<file path="config.mk">
export PLATFORM = sky130hd
export DESIGN_NAME = barrel_shifter_arb
export DESIGN_NICKNAME = d
export VERILOG_FILES = /design/src/rtl/barrel_shifter_arb_pkg.sv /design/src/rtl/barrel_shifter.sv /design/src/rtl/barrel_shifter_arb.sv
export SDC_FILE = /design/constraint.sdc
export NUM_CORES = 1
export LEC_CHECK = 0
export CAP_MARGIN = 10
export CORE_MARGIN = 2
export CORE_UTILIZATION = 47
export DETAILED_ROUTE_END_ITERATION = 8
export PLACE_DENSITY = 0.86
export SLEW_MARGIN = 0
export SYNTH_ARGS = -nofsm -noshare
export SYNTH_HDL_FRONTEND = slang
export SYNTH_SLANG_ARGS = --single-unit
export TNS_END_PERCENT = 1
</file>
<file path="constraint.sdc">
create_clock -name i_clk -period 2.3 [get_ports i_clk]
set_clock_uncertainty 0.2 [all_clocks]
set_input_delay 0.575 -clock i_clk [delete_from_list [all_inputs] [get_ports i_clk]]
set_output_delay 0.575 -clock i_clk [all_outputs]
set_load 0.03 [all_outputs]
</file>
<file path="src/rtl/barrel_shifter_arb_pkg.sv">
// Shared definitions for the barrel_shifter_arb slice: FSM state encoding,
// requester id constants, and datapath widths (8-bit data, 3-bit amount).
package barrel_shifter_arb_pkg;

    localparam int DATA_W = 8;
    localparam int AMT_W  = 3;

    typedef enum logic [1:0] {
        ST_IDLE = 2'd0,
        ST_EXEC = 2'd1,
        ST_RESP = 2'd2
    } state_t;

    localparam logic REQ_ID0 = 1'b0;
    localparam logic REQ_ID1 = 1'b1;

endpackage

</file>
<file path="src/rtl/barrel_shifter.sv">
// 8-bit logarithmic rotator: y[i] = a[(i+k) mod 8], i.e. rotate toward LSB by k.
module barrel_shifter
    import barrel_shifter_arb_pkg::*;
(
    input  logic [DATA_W-1:0] a,
    input  logic [AMT_W-1:0]  k,
    output logic [DATA_W-1:0] y
);

    logic [DATA_W-1:0] s1;
    logic [DATA_W-1:0] s2;

    // Three mux stages, rotating by 1, 2 and 4 under control of k[0], k[1], k[2].
    always_comb begin
        s1 = k[0] ? {a[0],    a[7:1]}  : a;
        s2 = k[1] ? {s1[1:0], s1[7:2]} : s1;
        y  = k[2] ? {s2[3:0], s2[7:4]} : s2;
    end

endmodule

</file>
<file path="src/rtl/barrel_shifter_arb.sv">
// Two-requester round-robin front end for a single 8-bit rotator.
// One operation in flight: IDLE (grant) -> EXEC (rotate) -> RESP (hold result).
// Optional feature: define BSA_ROTL_EN to add per-requester dir ports;
// dir=1 rotates toward MSB by k (implemented as an LSB rotation by (8-k) mod 8).
module barrel_shifter_arb
    import barrel_shifter_arb_pkg::*;
#(
    parameter int CNT_W = 8
) (
    input  logic              i_clk,
    input  logic              i_rst,
    input  logic              i_req0_valid,
    input  logic [DATA_W-1:0] i_req0_A,
    input  logic [AMT_W-1:0]  i_req0_k,
    input  logic              i_req1_valid,
    input  logic [DATA_W-1:0] i_req1_A,
    input  logic [AMT_W-1:0]  i_req1_k,
`ifdef BSA_ROTL_EN
    input  logic              i_req0_dir,
    input  logic              i_req1_dir,
`endif
    output logic              o_req0_ready,
    output logic              o_req1_ready,
    output logic              o_rsp_valid,
    output logic [DATA_W-1:0] o_rsp_Y,
    output logic              o_rsp_id,
    input  logic              i_rsp_ready,
    output logic              o_busy,
    output logic [CNT_W-1:0]  o_done_cnt
);

    state_t            state_q;
    state_t            state_d;
    logic              rr_ptr_q;
    logic              grant0;
    logic              grant1;
    logic              rsp_fire;

    logic [DATA_W-1:0] op_a_p0;
    logic [AMT_W-1:0]  op_k_p0;
    logic              op_id_p0;
    logic [AMT_W-1:0]  rot_k;
    logic [DATA_W-1:0] rot_y;

`ifdef BSA_ROTL_EN
    logic              op_dir_p0;
`endif

    assign rsp_fire     = (state_q == ST_RESP) && i_rsp_ready;
    assign o_req0_ready = grant0;
    assign o_req1_ready = grant1;
    assign o_busy       = (state_q != ST_IDLE);

    // Next-state and grant decode; grants only in IDLE and never while in reset.
    always_comb begin
        state_d = state_q;
        grant0  = 1'b0;
        grant1  = 1'b0;
        case (state_q)
            ST_IDLE: begin
                if (!i_rst) begin
                    if (i_req0_valid && i_req1_valid) begin
                        grant0 = (rr_ptr_q == REQ_ID0);
                        grant1 = (rr_ptr_q == REQ_ID1);
                    end else begin
                        grant0 = i_req0_valid;
                        grant1 = i_req1_valid;
                    end
                end
                if (grant0 || grant1) begin
                    state_d = ST_EXEC;
                end
            end
            ST_EXEC: state_d = ST_RESP;
            ST_RESP: begin
                if (i_rsp_ready) begin
                    state_d = ST_IDLE;
                end
            end
            default: state_d = ST_IDLE;
        endcase
    end

    // FSM state register.
    always_ff @(posedge i_clk) begin
        if (i_rst) begin
            state_q <= ST_IDLE;
        end else begin
            state_q <= state_d;
        end
    end

    // Round-robin pointer: after a grant it points at the requester that lost.
    always_ff @(posedge i_clk) begin
        if (i_rst) begin
            rr_ptr_q <= REQ_ID0;
        end else if (grant0) begin
            rr_ptr_q <= REQ_ID1;
        end else if (grant1) begin
            rr_ptr_q <= REQ_ID0;
        end
    end

    // ---- stage p0: operand capture at grant ----
    // Operand registers are data only; they are qualified by the FSM state.
    always_ff @(posedge i_clk) begin
        if (grant0) begin
            op_a_p0  <= i_req0_A;
            op_k_p0  <= i_req0_k;
            op_id_p0 <= REQ_ID0;
`ifdef BSA_ROTL_EN
            op_dir_p0 <= i_req0_dir;
`endif
        end else if (grant1) begin
            op_a_p0  <= i_req1_A;
            op_k_p0  <= i_req1_k;
            op_id_p0 <= REQ_ID1;
`ifdef BSA_ROTL_EN
            op_dir_p0 <= i_req1_dir;
`endif
        end
    end

`ifdef BSA_ROTL_EN
    // Left rotation by k equals right rotation by (8-k) mod 8, i.e. -k in 3 bits.
    assign rot_k = op_dir_p0 ? (3'd0 - op_k_p0) : op_k_p0;
`else
    assign rot_k = op_k_p0;
`endif

    barrel_shifter u_rot (
        .a (op_a_p0),
        .k (rot_k),
        .y (rot_y)
    );

    // ---- stage p1: result register, loaded in EXEC and held through RESP ----
    always_ff @(posedge i_clk) begin
        if (i_rst) begin
            o_rsp_valid <= 1'b0;
            o_rsp_Y     <= '0;
            o_rsp_id    <= REQ_ID0;
        end else if (state_q == ST_EXEC) begin
            o_rsp_valid <= 1'b1;
            o_rsp_Y     <= rot_y;
            o_rsp_id    <= op_id_p0;
        end else if (rsp_fire) begin
            o_rsp_valid <= 1'b0;
        end
    end

    // Completed-response counter; wraps silently.
    always_ff @(posedge i_clk) begin
        if (i_rst) begin
            o_done_cnt <= '0;
        end else if (rsp_fire) begin
            o_done_cnt <= o_done_cnt + 1'b1;
        end
    end

endmodule

</file>
---- Word-level counts from Yosys, hierarchy flattened ----
Index checks and enable logic that the tools add are counted.
operators by class
  add/sub/neg operators ................... 1
  eq/ne operators ......................... 4
  multiplexer cells ....................... 22
  bitwise logic cells ..................... 1
  reductions and logical operators ........ 8
operators with widths
  cell                                                 number
  2-to-1 mux 8 bit                                     5
  2-to-1 mux 1 bit                                     12
  adder 8 x 1 -> 8 bit, second input constant          1
  2-to-1 mux 3 bit                                     2
  case mux 2 bit (3 select lines)                      1
  nonzero test 2 bit                                   3
  2-to-1 mux 2 bit                                     2
  != test 2 bit, second input constant                 2
  equality test 2 x 1 -> 1 bit, second input constant  1
  equality test 2 bit, second input constant           1
  logical AND 1 bit                                    2
  logical NOT 2 bit                                    1
  AND reduction 2 bit                                  1
  logical OR 1 bit                                     1
  NOT 1 bit                                            1
word-level totals
  bits in registers ....................... 33
  bits of input ports ..................... 27
  output and inout bits ................... 21
  word-level logic and storage cells ...... 45

---- Longest topological paths before layout ----
  depth after elaboration ................. 7
  mapped depth ............................ 5
  mapped depth without buffers ............ 4

---- Cells and area by module ----
A second synthesis with hierarchy kept.
second synthesis, totals
  cells, all modules ...................... 143
  area total of the unflattened synthesis .. 1674.1 um2
by module, submodules not included
  module              instances  cells each  area each (um2)  seq. area each (um2)
  barrel_shifter_arb  1          124         1347.5           770.7
  barrel_shifter      1          19          326.6            0.0

---- Least setup slack after synthesis ----
Ideal clock, no wire load.
  kind .................................... in2reg
  start point ............................. input port i_rst
  end point ............................... register op_a_p0[0] (enable)
  setup time .............................. 0.353 ns
  arrival time ............................ 1.628 ns
  data required time ...................... 1.747 ns
  slack ................................... 0.119 ns
  stages on the path ...................... 4
  path buffers ............................ 1
  path through ............................ nor3_2 -> and3_1 -> clkbuf_1 -> nand2b_1
on the way
  longest elaborated chain between the ends .. 4
  elaborated cells between the ends (all ways) .. 7
  classes of those cells .................. 6 x mux; 1 x reduce/logical
ends and longest elaborated chain
  item                                 RTL line                   source
  start: declaration                   barrel_shifter_arb.sv:11   input logic i_rst,
  2-to-1 mux 1 bit                     barrel_shifter_arb.sv:61   if (!i_rst) begin
  2-to-1 mux 1 bit (2 in series)       barrel_shifter_arb.sv:59   case (state_q)
  net o_req1_ready                     barrel_shifter_arb.sv:23   output logic o_req1_ready,
  nonzero test 2 bit (no source line)  -
  end signal: assignment               barrel_shifter_arb.sv:108  op_a_p0 <= i_req0_A;
  end signal: assignment               barrel_shifter_arb.sv:115  op_a_p0 <= i_req1_A;
  end: declaration                     barrel_shifter_arb.sv:39   logic [DATA_W-1:0] op_a_p0;
The timed path passes the listed nets, and every way through them passes these cells. The select of a mux whose other input is x is not followed.
A chain may end at the register's enable or synchronous reset.

---- Worst setup path in the final report ----
  start point ............................. register o_done_cnt[1]
  end point ............................... output port o_done_cnt[1]
RTL lines
  item                      RTL line                   source
  start: declaration        barrel_shifter_arb.sv:29   output logic [CNT_W-1:0] o_done_cnt
  start signal: assignment  barrel_shifter_arb.sv:157  o_done_cnt <= o_done_cnt + 1'b1;
No word-level cell between the ends.

==> impl.org <==
** Power and ir drop
- Max rail drop VDD :: 355 uV
- For this design the total switching power over the nets is 415 uW.
- Final total power :: 1.45 mW
- Per report_power, the clock group accounts for 22.4% of the total.
- Dividing total power by cell area gives a power density of 640 nW/um2.
- Sequential share of power :: 49.4%
- Cell Int Power :: 1.04 mW
- Static power due to leakage :: 0.886 nW
- Combinational share of power :: 28.2%
- Net switching is 28.6% of the power.

** Yosys
- Number of synthesized flops with an enable pin :: 11
- Summed over all instances, the cell type with the most area after synthesis is dfxtp_1.
- Count of warnings emitted by yosys :: 0
- In this run, distinct cell masters in the synthesized netlist total 33.
- After synthesis the netlist holds a flip-flop and latch count of 33.
- Synthesized netlist net count :: 163
- The share of synthesized area in the top cell type comes to 27.0%.
- The share of the Yosys chip area taken by registers is 47.2%.
- Average cell area after synthesis :: 12.1 um2
- Gate count of the mapped netlist :: 135
- Cell area after technology mapping :: 1630 um2
- Share of async-settable or async-resettable flops after synthesis :: 0%
- Dominant register cell in the synthesized netlist :: dfxtp_1
- Biggest area contributors in the synthesized netlist :: dfxtp_1, edfxtp_1, mux4_1, mux2i_1, mux2_2

** Die
- Core footprint :: 3340 um2
- Overall die area :: 3960 um2
- Core Rows :: 21
- From bottom edge to top edge, the die measures 62.9 um.
- Top-level port count :: 48
- For this configuration, the core starts out at a cell density of 48.9%.
- Die Wd :: 62.9 um

** Finish
- Total Nets Final :: 218
- Filler cells :: 268
- Multi-input gate area :: 820 um2
- Count of placed standard cells in the final layout, fillers left out :: 236
- Of the cells placed in the final design, the portion with a size suffix greater than 1 is 15.8%.
- Registers take 771 um2.
- Compared with the post-synthesis result, the final layout area differs by 39.1%.
- Utilization of the core after routing :: 68.1%
- The number of antenna diodes in the final layout is 0.

** Route
- 1st-pass router iterations :: 4
- In this run the remaining antenna-violating nets after routing total 0.
- Final routed wire length divided by cell count :: 14.1 um
- First DRT Iteration DRCs :: 53
- After detailed routing, the total wire length is 3.34 mm.
- For this run, design rule violations remaining after detail routing come to 0.
- Vias post-DR :: 1265
- Vias/cell :: 5.36

** Timing
- The final-report max-slew violation count was 0.
- Setup repair after global routing left no endpoint under its margin.
- For the pin with the worst max-slew slack, the measured transition is 0.442 ns.
- Count of endpoints failing hold in the final timing report :: 0
- Setup violations remaining at the end of the flow were counted as 0.
- Post-route clock period utilization :: 97.8%
- Min setup slack post-route :: 0.0498 ns
- Clock period minus worst slack :: 2.25 ns
- Headroom to the max-slew limit came out at 70.5%.
- Hold timing on the final database bottoms out at a slack of 0.305 ns.
- Maximum operating frequency :: 0.444 GHz

** CTS
- Clock tree synthesis found a total of 33 sinks.
- TritonCTS built the clock tree.
- Clock Path Buffers :: 2
- The clock reaches the later pin of the worst-skew pair after 0.33 ns.
- Number of levels in the clock H-tree :: 2
- In this run the clock root is driven by a clkbuf_4.
- CTS Hold Bufs :: 0
- Clock-pin slew was measured on the worst setup and hold paths at 0.10 ns.
- Number of clock buffers inserted by TritonCTS :: 5

** GRT
- Global routing consumed, over all layers together, 17.2% of the routing resources.
- Wire length of the first global-routing pass :: 5.35 mm
- Initial antenna violation count :: 0
- Number of global-route vias before repair :: 1239
- Residual overflow from global routing :: 0
- Largest net degree at the start of global routing :: 21

** Placed design
- Worst Setup Slack post-DPL :: -0.0549 ns
- Summed over all nets, the half-perimeter wirelength after detailed placement is 2.58 mm.
- Including well taps, the total number of placed cells is 228.
- Input and output buffers added on the ports amount to 47.
- The congestion estimate from routability-driven global placement came to 0.734.

** Flow run
- Across the run, the number of max-cap violations was 0.

** Setup path
- The worst setup path is of the flip-flop to output port kind.
- STA classifies the critical path endpoint as an output port.
- Highest-delay cell along the critical path :: clkdlybuf4s50_1
- The critical path goes through clkdlybuf4s50_1.
- At the worst endpoint, the required time is 1.52 ns.
- STA classifies the critical path startpoint as a flip-flop.
- Along the worst path, the maximum fanout reaches 5.
- On the critical path the largest part of the delay comes from buffers and inverters.
- Endpoint arrival time on the critical path :: 1.48 ns
- Stage delay of the slowest cell on the critical path :: 0.71 ns
- Buf/Inv on CP :: 1

** Outcome
- The flow ran to the end, and the final reports show no timing, DRC or antenna violations.

** Min path
- Path class of the lowest-slack min-delay path :: flip-flop to flip-flop
==> cells in the mapped netlist (2+ instances only) <==
cell type,instances
dfxtp_1,22
clkbuf_1,3
mux4_1,8
or3_1,3
nor2_1,15
or4_1,2
nand2_1,5
mux2_1,5
a21oi_1,6
mux2_2,6
nand2b_1,4
buf_2,2
xor2_1,2
o21ai_0,4
buf_1,3
o31ai_1,2
mux2i_1,10
edfxtp_1,11
a211oi_1,8
==> cell type report <==
| cell class | instances | share of cell area [%] |
|---|---|---|
| Sequential cell | 33 | 33.9 |
| Clock buffer | 7 | 2.42 |
| Inverter | 1 | 0.165 |
| Tap cell | 46 | 2.53 |
| Multi-Input combinational cell | 92 | 36.1 |
| Timing Repair Buffer | 57 | 24.8 |
==> repair_timing <==
item / 4_1_cts / 5_1_grt
gates resized for setup: 2 / 5
setup endpoints to repair: 3 / 3
setup buffers: 0 / 1
pin swaps: 0 / 3
hold endpoints to repair: 0 / 0
==> kinds of logic (layout without fill, tap and decap cells) <==
logic type      Yosys count  in the layout  share of synthesized area (%)
simple gates             39             39                           13.3
flops                    33             33                           47.2
mux                      29             29                           26.6
compound gates           21             21                           8.12
buf+inv                  10             65                           2.91
xor+xnor                  2              2                           1.07
fa+ha+maj                 1              1                          0.766
==> metal layers <==
metal,global-route usage (%),up-vias,wire [um],share of wire (%)
met5,0,-,0,0
met4,5.00,0,38,1.1
met3,6.31,4,165,4.9
met2,32.4,38,1820,55
met1,17.5,597,1310,39
li1,-,626,-,-
==> placed cells by master (no fill, tap or decap), types with 2 or more instances in the layout <==
cell type / instances
mux2_1: 5
mux2_2: 6
a211oi_1: 8
or4_1: 2
a21oi_1: 6
buf_6: 2
o31ai_1: 2
dlymetal6s2s_1: 2
or3_1: 3
o21ai_0: 4
clkdlybuf4s50_1: 42
nand2_1: 5
dfxtp_1: 22
nand2b_1: 4
mux4_1: 8
edfxtp_1: 11
nor2_1: 15
xor2_1: 2
mux2i_1: 10
buf_4: 9
clkbuf_4: 5
==> worst paths after layout <==
kind                                            startpoint                  endpoint  slack [ns]  cells after the start
worst min-delay path              o_rsp_valid$_SDFFE_PP0P_  o_rsp_valid$_SDFFE_PP0P_        0.30                      2
worst min register to register    o_rsp_valid$_SDFFE_PP0P_  o_rsp_valid$_SDFFE_PP0P_        0.30                      2
worst max-delay path            o_done_cnt[1]$_SDFFE_PP0P_             o_done_cnt[1]        0.05                      1
worst max register to register        op_k_p0[1]$_DFFE_PP_   o_rsp_Y[7]$_SDFFE_PP0P_        0.37                      3
==> stage by stage <==
step | instance area, um2 | setup TNS [ns]
global placement | 2190 | -0.0245
global route | 2270 | 0
detailed placement | 2190 | -0.167
CTS | 2250 | -0.0775
finish | 2270 | 0
floorplan | 1630 | 0
==> registers in the layout (all words and copies together), names as in the netlist <==
register	count
o_done_cnt	8
op_k_p0	3
o_rsp_valid	1
rr_ptr_q	1
o_rsp_Y	8
op_id_p0	1
state_q	2
op_a_p0	8
o_rsp_id	1
==> power by group through the flow <==
stage	logic, mW	clock network, mW	registers [mW]
after floorplan	0.211	0	0.762
after CTS	0.412	0.335	0.718
after global routing	0.439	0.361	0.726
after global placement	0.397	0	0.725
final	0.411	0.325	0.718
after detailed placement	0.412	0	0.731
Power figures use the tool's default switching activity.
